$ cat src/rtl/mux158_arbiter.sv
// Round-robin arbiter sharing one SN74XX158 quad 2-to-1 selector between requesters A and B,
// with bounded bursts and a strobe-off guard cycle on every switch. Optional MUX158_ARB_LOCK_EN adds burst locks.
module mux158_arbiter #(
  parameter int unsigned HOLD  = 8,
  parameter int unsigned CNT_W = 4
) (
  input  logic clk,
  input  logic rst,
  input  logic req_a,
  input  logic req_b,
`ifdef MUX158_ARB_LOCK_EN
  input  logic lock_a,
  input  logic lock_b,
`endif
  output logic gnt_a,
  output logic gnt_b,
  output logic mux_sel,
  output logic mux_str,
  output logic busy
);

  localparam logic [CNT_W-1:0] HOLD_C = CNT_W'(HOLD);
  localparam logic [CNT_W-1:0] ONE_C  = CNT_W'(1);
  localparam logic [CNT_W-1:0] ZERO_C = CNT_W'(0);

  typedef enum logic [1:0] {
    S_IDLE  = 2'd0,
    S_GNT_A = 2'd1,
    S_GNT_B = 2'd2,
    S_GUARD = 2'd3
  } state_e;

  state_e           state_q, state_d;
  logic [CNT_W-1:0] cnt_q, cnt_d;
  logic             last_b_q, last_b_d;
  logic             gnt_a_q, gnt_a_d;
  logic             gnt_b_q, gnt_b_d;
  logic             sel_q, sel_d;
  logic             str_q, str_d;
  logic             busy_q, busy_d;

  logic owner_b_c;
  logic own_req_c;
  logic oth_req_c;
  logic at_hold_c;
  logic lock_own_c;

  // Requests seen from the current owner's point of view
  always_comb begin
    owner_b_c = (state_q == S_GNT_B);
    own_req_c = owner_b_c ? req_b : req_a;
    oth_req_c = owner_b_c ? req_a : req_b;
    at_hold_c = (cnt_q == HOLD_C);
  end

`ifdef MUX158_ARB_LOCK_EN
  // Only the owner's lock suspends burst expiry
  always_comb begin
    lock_own_c = 1'b0;
    if (state_q == S_GNT_A) lock_own_c = lock_a;
    if (state_q == S_GNT_B) lock_own_c = lock_b;
  end
`else
  assign lock_own_c = 1'b0;
`endif

  // State register
  always_ff @(posedge clk) begin
    if (rst) state_q <= S_IDLE;
    else     state_q <= state_d;
  end

  // Next state, burst counter and fairness bookkeeping
  always_comb begin
    state_d  = state_q;
    cnt_d    = cnt_q;
    last_b_d = last_b_q;
    case (state_q)
      S_IDLE: begin
        if (req_a || req_b) begin
          cnt_d   = ONE_C;
          state_d = (req_a && (!req_b || last_b_q)) ? S_GNT_A : S_GNT_B;
        end
      end
      S_GNT_A, S_GNT_B: begin
        if (!own_req_c) begin
          last_b_d = owner_b_c;
          cnt_d    = ZERO_C;
          state_d  = oth_req_c ? S_GUARD : S_IDLE;
        end else if (at_hold_c && !lock_own_c) begin
          if (oth_req_c) begin
            last_b_d = owner_b_c;
            cnt_d    = ZERO_C;
            state_d  = S_GUARD;
          end else begin
            cnt_d = ONE_C;
          end
        end else if (!at_hold_c) begin
          cnt_d = cnt_q + ONE_C;
        end
      end
      S_GUARD: begin
        // sel_q already points at the pending requester here
        if (sel_q ? req_b : req_a) begin
          cnt_d   = ONE_C;
          state_d = sel_q ? S_GNT_B : S_GNT_A;
        end else if (sel_q ? req_a : req_b) begin
          cnt_d   = ONE_C;
          state_d = sel_q ? S_GNT_A : S_GNT_B;
        end else begin
          state_d = S_IDLE;
        end
      end
      default: state_d = S_IDLE;
    endcase
  end

  // Output decode from the state being entered, so outputs flop alongside the state
  always_comb begin
    gnt_a_d = 1'b0;
    gnt_b_d = 1'b0;
    sel_d   = sel_q;
    str_d   = 1'b1;
    busy_d  = (state_d != S_IDLE);
    case (state_d)
      S_GNT_A: begin
        gnt_a_d = 1'b1;
        sel_d   = 1'b0;
        str_d   = 1'b0;
      end
      S_GNT_B: begin
        gnt_b_d = 1'b1;
        sel_d   = 1'b1;
        str_d   = 1'b0;
      end
      S_GUARD: sel_d = (state_q == S_GNT_A);
      default: sel_d = sel_q;
    endcase
  end

  always_ff @(posedge clk) begin
    if (rst) begin
      cnt_q    <= ZERO_C;
      last_b_q <= 1'b1;
      gnt_a_q  <= 1'b0;
      gnt_b_q  <= 1'b0;
      sel_q    <= 1'b0;
      str_q    <= 1'b1;
      busy_q   <= 1'b0;
    end else begin
      cnt_q    <= cnt_d;
      last_b_q <= last_b_d;
      gnt_a_q  <= gnt_a_d;
      gnt_b_q  <= gnt_b_d;
      sel_q    <= sel_d;
      str_q    <= str_d;
      busy_q   <= busy_d;
    end
  end

  assign gnt_a   = gnt_a_q;
  assign gnt_b   = gnt_b_q;
  assign mux_sel = sel_q;
  assign mux_str = str_q;
  assign busy    = busy_q;

endmodule

$ cat config.mk
export PLATFORM = sky130hd
export DESIGN_NAME = mux158_arbiter
export DESIGN_NICKNAME = d
export VERILOG_FILES = /design/src/rtl/mux158_arbiter.sv
export SDC_FILE = /design/constraint.sdc
export NUM_CORES = 1
export LEC_CHECK = 0
export BUFFER_PORTS_ARGS = -buffer_cell sky130_fd_sc_hd__buf_2
export CAP_MARGIN = 20
export CORE_AREA = 4 4 41 43
export DETAILED_ROUTE_END_ITERATION = 10
export DIE_AREA = 0 0 45 47
export GPL_TIMING_DRIVEN = 0
export PLACE_DENSITY = 0.85
export SLEW_MARGIN = 20
export SYNTH_ARGS = -nofsm -noshare
export SYNTH_HDL_FRONTEND = slang
export SYNTH_SLANG_ARGS = --single-unit
$ cat constraint.sdc
create_clock -name clk -period 6.1 [get_ports clk]
set_input_delay 1.83 -clock clk [delete_from_list [all_inputs] [get_ports clk]]
set_output_delay 1.83 -clock clk [all_outputs]
set_load 0.05 [all_outputs]
==> flow_summary.toml, run 1 <==
[critical_path]
rr_worst_depth = 11
crit_chain = "buf_2, nand4b_1, a32oi_1, o21ai_0, o211ai_1, inv_1, ha_1, a21o_1, nand2_1, o22ai_2"
crit_arrival_ns = 3.33
worstSetupEndpointType = "register"
critPathKind = "in2reg"
cp-start-kind = "input port"
critPathSlowestCell = "a32oi_1"
worst-path-max-fanout = 9
required_ns = 6.25
cp_slowest_stage_delay_ns = 0.25

[drt]
first_iter_violations = 8
ant_nets = 0
vias = 611
viasPerCell = 5.61
drc = 0
routed_wl_mm = 1.35
wl_per_cell_um = 12.4
first_pass_iters = 4

[logic_synthesis]
ys_seq_area_share_pct = 31.9
synth_top_area_share_pct = 31.9
yosys-top-cells-area = "dfxtp_1 32%, ha_1 18%, nor2_1 4.5%"
synth_most_common_cell = "dfxtp_1"
ys_types = 34
synth_top_cell_by_area = "dfxtp_1"
syn_nets = 100
synth_area_um2 = 753
synth_top_flop_cell = "dfxtp_1"
synth.avg_cell_area_um2 = 8.86
ys_top_cells_by_count = "12 x dfxtp_1, 11 x ha_1, 9 x nor2_1"
synth_seq_cells = 12
yosysWarnings = 0
async_reset_ff_share_pct = 0
synth_cells = 85
synth_edf_count = 0

[timing]
fin_tns_setup_ns = 0
slew_violations = 0
setup_violations = 0
max_clock_freq_mhz = 314
finalCritPeriodShare_pct = 52.2
worst_pin_slew_ns = 0.537
slew-limit-headroom_pct = 63.8
hold_viol_final = 0
rsz0062_at_grt = "false"
fin_skew_ns = 0.00111
finalCriticalPeriod_ns = 3.19

[clock_tree]
post_cts_resize_count = 0
cts_sinks = 12
numCtsBuffers = 3
postCtsHoldBufs = 0
clkTransAtPathRegs_ns = 0.07
insertion_delay_ns = 0.27
clockBufferDepth = 2
cts_max_level = 1
postCtsSetupRepairBufs = 0
root_buffer = "clkbuf_4"
cts_tree = "yes"

[grt]
grt_max_degree = 11
grt_overflow = 0
gr-usage-met2_pct = 27.4
grt_antenna_before_repair = 0
met3_usage_pct = 4.60
grt_util_met1_pct = 17.6
grt_busiest_layer = "met2"
grt_use_total_pct = 16.1
grt_pass1_vias = 570
grt_pass1_wl_mm = 2.39

[power]
power_w = 0.000350
power_density_nw_per_um2 = 424
p_leak_nw = 0.368
vdd_drop_max_v = 0.000220

[run]
maxCapViolations = 0

[min_path]
hold_path.class = "reg2reg"
whs_path_depth = 2

[floorplan]
ios = 9
num_rows = 13
die_h_um = 47
dieArea_um2 = 2120
start_util_pct = 57.9
die_w_um = 45
core_um2 = 1300

[placed_design]
gp_congestion = 0.793
hpwl_mm = 1.03
port_buffers = 6
dp.cells = 106

[layout]
fin_util_pct = 63.4
area_growth_syn_to_layout_pct = 9.47
fin_cells = 109
diodes = 0
final_nets = 111
n_fill_cell = 119
drive_gt1_share_pct = 21.3

[status]
outcome = "completed"
[state kept, by name, indices dropped and copies added, names as in the netlist]
signal,cells
busy,1
mux_sel,1
cnt_q,4
mux_str,1
gnt_b,1
last_b_q,1
state_q,2
gnt_a,1
[worst max-delay path, delay by kind of cell]
kind,cells,cell delay [ns]
adder cells (fa/ha/maj),1,0.21
AO/OA/AOI/OAI,5,0.80
AND/OR/NAND/NOR,2,0.20
buffers and inverters,2,0.29
[worst paths after layout]
| path | slack (ns) | start | end |
|---|---|---|---|
| worst min register to register | 0.52 | mux_sel$_SDFFE_PP0P_ | mux_sel$_SDFFE_PP0P_ |
| worst max register to register | 3.88 | state_q[0]$_SDFF_PP0_ | mux_sel$_SDFFE_PP0P_ |
| worst min-delay path | 0.52 | mux_sel$_SDFFE_PP0P_ | mux_sel$_SDFFE_PP0P_ |
| worst max-delay path | 2.91 | req_b | mux_sel$_SDFFE_PP0P_ |
[cell type report]
cell class / instances / area [um2] / area share, %
clock buffer: 3 / 22.5 / 2.73
multi-input combinational: 64 / 470 / 57.1
sequential: 12 / 240 / 29.1
tap: 15 / 18.8 / 2.28
timing repair buffer: 6 / 30.0 / 3.64
inverter: 6 / 22.5 / 2.73
buffer: 3 / 20.0 / 2.43
[metrics by stage]
step	hold slack, ns	instance area (um2)	setup slack [ns]
final	0.520	825	2.91
after detailed placement	0.511	802	2.65
after global routing	0.560	825	2.70
after floorplan	0.517	753	2.88
after CTS	0.523	825	2.94
after global placement	0.496	802	2.66
[per-layer routing]
layer  vias to the layer above  share of wire [%]
met5                         -                  0
met3                         2                3.3
met1                       281                 46
met4                         0                1.8
met2                        10                 49
li1                        318                  -
[placed cells by master, fill, tap and decap left out, drive strengths merged]
master | netlist | layout
a21boi | 1 | 1
nand2 | 8 | 8
a32o | 1 | 1
a31oi | 1 | 1
o211ai | 3 | 3
nor3b | 1 | 1
inv | 6 | 6
o22ai | 2 | 2
nand4b | 2 | 2
nand3b | 1 | 1
nor2 | 10 | 10
a21oi | 2 | 2
buf | 2 | 8
o21a | 1 | 1
a311o | 1 | 1
nand2b | 2 | 2
clkbuf | 1 | 4
a21o | 1 | 1
a311oi | 1 | 1
a31o | 1 | 1
ha | 11 | 11
nand3 | 3 | 3
dfxtp | 12 | 12
a32oi | 1 | 1
o21ai | 4 | 4
and2b | 1 | 1
nor2b | 4 | 4
mux2 | 1 | 1
[where the power goes]
part	internal, W	switching (W)
combinational	0.0000681	0.000122
clock	0.0000229	0.0000248
sequential	0.0000994	0.0000120
[kinds of logic after synthesis]
kind of cell | after synthesis | share of synthesized area (%)
AND/OR/NAND/NOR | 32 | 22.4
AO/OA/AOI/OAI | 20 | 20.3
flip-flops | 12 | 31.9
adder cells (fa/ha/maj) | 11 | 18.3
buffers and inverters | 9 | 5.65
multiplexers | 1 | 1.49
(Power assumes the default switching activity.)
==> inputs of run 2 (changes only) <==
- CORE_AREA: 4 4 41 43 -> default
- CORE_MARGIN: default -> 4
- CORE_UTILIZATION: default -> 49
- DIE_AREA: 0 0 45 47 -> default
- PLACE_DENSITY: 0.85 -> 0.79
- clock period: 6.1 -> 2.8 ns (I/O delays scaled with it)
==> flow_summary.toml, run 2 (synthesis results as in run 1) <==
[floorplan]
die_h_um = 47.2
ios = 9
die_w_um = 47.2
start_util_pct = 55.1
core_um2 = 1370
dieArea_um2 = 2230
num_rows = 13

[drt]
drc = 0
ant_nets = 0
wl_per_cell_um = 12.7
first_pass_iters = 4
viasPerCell = 5.56
vias = 606
first_iter_violations = 9
routed_wl_mm = 1.39

[timing]
setup_violations = 0
rsz0062_at_grt = "false"
setup_ws_ns = 0.532
fin_tns_setup_ns = 0
worst_pin_slew_ns = 0.461
finalCriticalPeriod_ns = 2.27
hold_viol_final = 0
finalCritPeriodShare_pct = 81.0
slew-limit-headroom_pct = 69.0
fin_skew_ns = 0.00459
slew_violations = 0
max_clock_freq_mhz = 441

[grt]
met3_usage_pct = 3.45
grt_busiest_layer = "met2"
grt_max_degree = 11
grt_pass1_wl_mm = 2.38
grt_antenna_before_repair = 0
grt_use_total_pct = 15.8
grt_pass1_vias = 585
grt_overflow = 0
gr-usage-met2_pct = 27.9
grt_util_met1_pct = 16.2

[min_path]
hold_end = "mux_sel$_SDFFE_PP0P_"
hold_path.class = "reg2reg"
hold_start = "mux_sel$_SDFFE_PP0P_"
whs_path_depth = 2

[layout]
n_fill_cell = 127
largest_register_ffs = 4
regMostFlops = "cnt_q"
largestRegisters = "cnt_q x4, state_q x2"
drive_gt1_share_pct = 21.3
diodes = 0
final_cell_mix = "12 x dfxtp_1, 11 x ha_1, 9 x nor2_1"
area_growth_syn_to_layout_pct = 9.47
regArea_um2 = 240
final_nets = 111
mostFrequentLayoutCell = "dfxtp_1"
multi_input_area_um2 = 470

[critical_path]
crit_arrival_ns = 2.47
cp_slowest_stage_delay_ns = 0.35
worst-path-max-fanout = 5
crit_chain = "inv_1, ha_1, and2b_1, a32oi_1, o21ai_0, o211ai_1, inv_1, ha_1, nor2_1, nand2_1, o22ai_2"
cp_top_family = "compound AO/OA/AOI/OAI gates"
critPathKind = "reg2reg"
cp_num_buf_inv = 2
critPathLaunch = "state_q[0]$_SDFF_PP0_"
required_ns = 3.00
reg2reg_to = "mux_sel$_SDFFE_PP0P_"
rr_worst_depth = 11
cp-start-kind = "register"
r2r-start = "state_q[0]$_SDFF_PP0_"
worstSetupEndpointType = "register"
r2r_slack_ns = 0.53
critPathSlowestCell = "dfxtp_1"

[clock_tree]
numCtsBuffers = 3
post_cts_resize_count = 0
clkTransAtPathRegs_ns = 0.07
cts_sinks = 12
clockBufferDepth = 2
cts_tree = "yes"
postCtsSetupRepairBufs = 0
cts_max_level = 1
postCtsHoldBufs = 0
root_buffer = "clkbuf_4"
insertion_delay_ns = 0.27

[power]
pwr-share-comb_pct = 54.9
power_frac_seq_pct = 31.9
clkPwrFrac_pct = 13.2
p_leak_nw = 0.368
vdd_drop_max_v = 0.000454
swShare_pct = 45.8
p_switching_w = 0.000350
power_density_nw_per_um2 = 928
p_int_w = 0.000415

[run]
maxCapViolations = 0

[placed_design]
dpl_worst_slack_ns = 0.307
hpwl_mm = 1.09
gp_congestion = 0.809
port_buffers = 6

[status]
outcome = "completed"
## run 2: layer usage
| layer | vias to the layer above | part of all wire [%] |
|---|---|---|
| li1 | 316 | - |
| met4 | 0 | 2.2 |
| met5 | - | 0 |
| met1 | 270 | 42 |
| met2 | 16 | 51 |
| met3 | 4 | 4.1 |
## run 2: cell type report
class | instances | area share [%]
repair buffers | 6 | 3.64
well taps | 15 | 2.28
clock buffers | 3 | 2.73
multi-input cells | 64 | 57.1
plain buffers | 3 | 2.43
inverters | 6 | 2.73
flip-flops and latches | 12 | 29.1
## run 2: worst max path at each step
stage / cells after the start / to
detailed placement: 10 / mux_sel$_SDFFE_PP0P_
global route: 11 / mux_sel$_SDFFE_PP0P_
CTS: 11 / mux_sel$_SDFFE_PP0P_
floorplan: 10 / mux_sel$_SDFFE_PP0P_
global placement: 10 / mux_sel$_SDFFE_PP0P_
finish: 11 / mux_sel$_SDFFE_PP0P_
## run 2: power groups by stage
| stage | logic [W] | clock network (W) | registers, W |
|---|---|---|---|
| 2_1_floorplan | 0.000254 | 0 | 0.000328 |
| 3_3_place_gp | 0.000408 | 0 | 0.000245 |
| 3_5_place_dp | 0.000423 | 0 | 0.000248 |
| 4_1_cts | 0.000425 | 0.000108 | 0.000244 |
| 5_1_grt | 0.000466 | 0.000114 | 0.000249 |
| 6_report | 0.000420 | 0.000101 | 0.000244 |
## run 2: stage by stage
step / utilization, % / hold WS [ns] / power [W] / instances / area, um2
global placement: 58.7 / 0.500 / 0.000652 / 106 / 802
finish: 60.3 / 0.516 / 0.000765 / 109 / 825
CTS: 60.3 / 0.523 / 0.000776 / 109 / 825
global route: 60.3 / 0.552 / 0.000829 / 109 / 825
detailed placement: 58.7 / 0.510 / 0.000670 / 106 / 802
floorplan: - / 0.517 / 0.000582 / 85 / 753
## run 2: worst reg2reg max path: cells and delay by family, from the launching register on
family / cells / cell delay, ns
AO/OA/AOI/OAI: 4 / 0.70
adder cells (fa/ha/maj): 2 / 0.46
AND/OR/NAND/NOR: 3 / 0.45
flip-flops: 1 / 0.35
buffers and inverters: 2 / 0.22
==> inputs of run 3 (changes only) <==
- CORE_UTILIZATION: 49 -> 55
- PLACE_DENSITY: 0.79 -> 0.83
- clock period: 2.8 -> 2.3 ns (I/O delays scaled with it)
==> flow_summary.toml, run 3 (synthesis results as in run 1) <==
[floorplan]
num_rows = 13
ios = 9
die_w_um = 45.0
core_um2 = 1300
dieArea_um2 = 2030
start_util_pct = 57.9
die_h_um = 45.0

[clock_tree]
postCtsHoldBufs = 0
cts_max_level = 1
clkTransAtPathRegs_ns = 0.07
clockBufferDepth = 2
cts_tree = "yes"
insertion_delay_ns = 0.27
cts_sinks = 12
root_buffer = "clkbuf_4"
numCtsBuffers = 3

[layout]
area_growth_syn_to_layout_pct = 15.6
final_cell_mix = "10 x dfxtp_1, 9 x nor2_1, 9 x ha_1"
n_fill_cell = 124
largestRegisters = "cnt_q x4, state_q x2"
multi_input_area_um2 = 493
regArea_um2 = 243
mostFrequentLayoutCell = "dfxtp_1"
diodes = 0
fin_util_pct = 66.9
regMostFlops = "cnt_q"
largest_register_ffs = 4
drive_gt1_share_pct = 28.1
final_nets = 112

[power]
p_leak_nw = 0.380
power_density_nw_per_um2 = 1160
vdd_drop_max_v = 0.000685

[grt]
grt_antenna_before_repair = 0
grt_use_total_pct = 15.0
grt_pass1_wl_mm = 2.24
grt_overflow = 0
grt_pass1_vias = 566
grt_max_degree = 11

[min_path]
hold_path.class = "reg2reg"
whs_path_depth = 2

[timing]
finalCritPeriodShare_pct = 92.4
setup_violations = 0
hold_viol_final = 0
max_clock_freq_mhz = 470
fin_skew_ns = 0.00194
slew_violations = 0
rsz0062_at_grt = "false"
whs_ns = 0.527
worst_pin_slew_ns = 0.515
slew-limit-headroom_pct = 65.3
finalCriticalPeriod_ns = 2.13

[placed_design]
hpwl_mm = 1.06
port_buffers = 6
gp_congestion = 0.798

[critical_path]
required_ns = 2.45
worst-path-max-fanout = 6
crit_arrival_ns = 2.27
worstSetupEndpointType = "register"
cp-start-kind = "register"
critPathKind = "reg2reg"
rr_worst_depth = 11

[drt]
viasPerCell = 5.66
vias = 628
routed_wl_mm = 1.44
wl_per_cell_um = 12.9
drc = 0
first_pass_iters = 4
wl_met2_um = 720
first_iter_violations = 25
ant_nets = 0
wl_met3_um = 87
drt-met1-wl_um = 607
topRoutingLayerUsed = "met4"

[status]
outcome = "completed"

[run]
maxCapViolations = 0
-- run 3: cell types whose count changed in the layout (fill, tap and decap cells not counted) --
cell and delta:
buf_4 +1, ha_2 +1, dfxtp_2 +2, dfxtp_1 -2, a32oi_2 +1, ha_4 +1, a32oi_1 -1, clkbuf_8 +1
ha_1 -2
-- run 3: metal layers --
| layer | GRT usage (%) | up-vias |
|---|---|---|
| met3 | 3.59 | 4 |
| met2 | 26.6 | 19 |
| met1 | 16.6 | 287 |
| li1 | - | 318 |
| met5 | 0 | - |
| met4 | 7.02 | 0 |
-- run 3: final timing paths --
path                              start                    to  slack (ns)
setup / recovery  state_q[1]$_SDFF_PP0_  mux_sel$_SDFFE_PP0P_        0.17
hold / removal     mux_sel$_SDFFE_PP0P_  mux_sel$_SDFFE_PP0P_        0.53
setup reg to reg  state_q[1]$_SDFF_PP0_  mux_sel$_SDFFE_PP0P_        0.17
hold reg to reg    mux_sel$_SDFFE_PP0P_  mux_sel$_SDFFE_PP0P_        0.53
-- run 3: through the flow --
| step | instances | total power, W | instance area, um2 | TNS (ns) | setup WS, ns |
|---|---|---|---|---|---|
| after CTS | 110 | 0.000980 | 838 | 0 | 0.0690 |
| final | 111 | 0.00101 | 871 | 0 | 0.174 |
| after global routing | 111 | 0.00109 | 871 | 0 | 0.00324 |
| after floorplan | 85 | 0.000708 | 753 | 0 | 0.221 |
| after detailed placement | 106 | 0.000813 | 802 | -0.0343 | -0.0343 |
| after global placement | 106 | 0.000793 | 802 | -0.00123 | -0.00123 |
-- run 3: layout make-up --
class | count | share of cell area [%]
plain buffers | 3 | 2.30
clock buffers | 4 | 4.17
inverters | 6 | 2.59
multi-input cells | 64 | 56.6
well taps | 15 | 2.16
flip-flops and latches | 12 | 27.9
repair buffers | 7 | 4.31
-- run 3: worst max-delay path, stage by stage (launching register included) --
cell and delay (ns):
dfxtp_2 0.36, inv_1 0.11, ha_2 0.40, o21ai_0 0.14, nor2_1 0.10, o21ai_0 0.09
o211ai_1 0.18, inv_1 0.12, ha_1 0.21, a21o_1 0.16, nand2_1 0.06, o22ai_2 0.07
-- run 3: timing repair --
item,4_1_cts,5_1_grt
setup buffers,0,1
resized for setup,0,6
setup endpoints to repair,0,1
-- run 3: power breakdown --
part | switching (W) | leakage (nW) | internal (W)
Sequential | 0.0000346 | 0.0993 | 0.000266
Clock | 0.0000713 | 0.0210 | 0.0000963
Combinational | 0.000341 | 0.260 | 0.000205
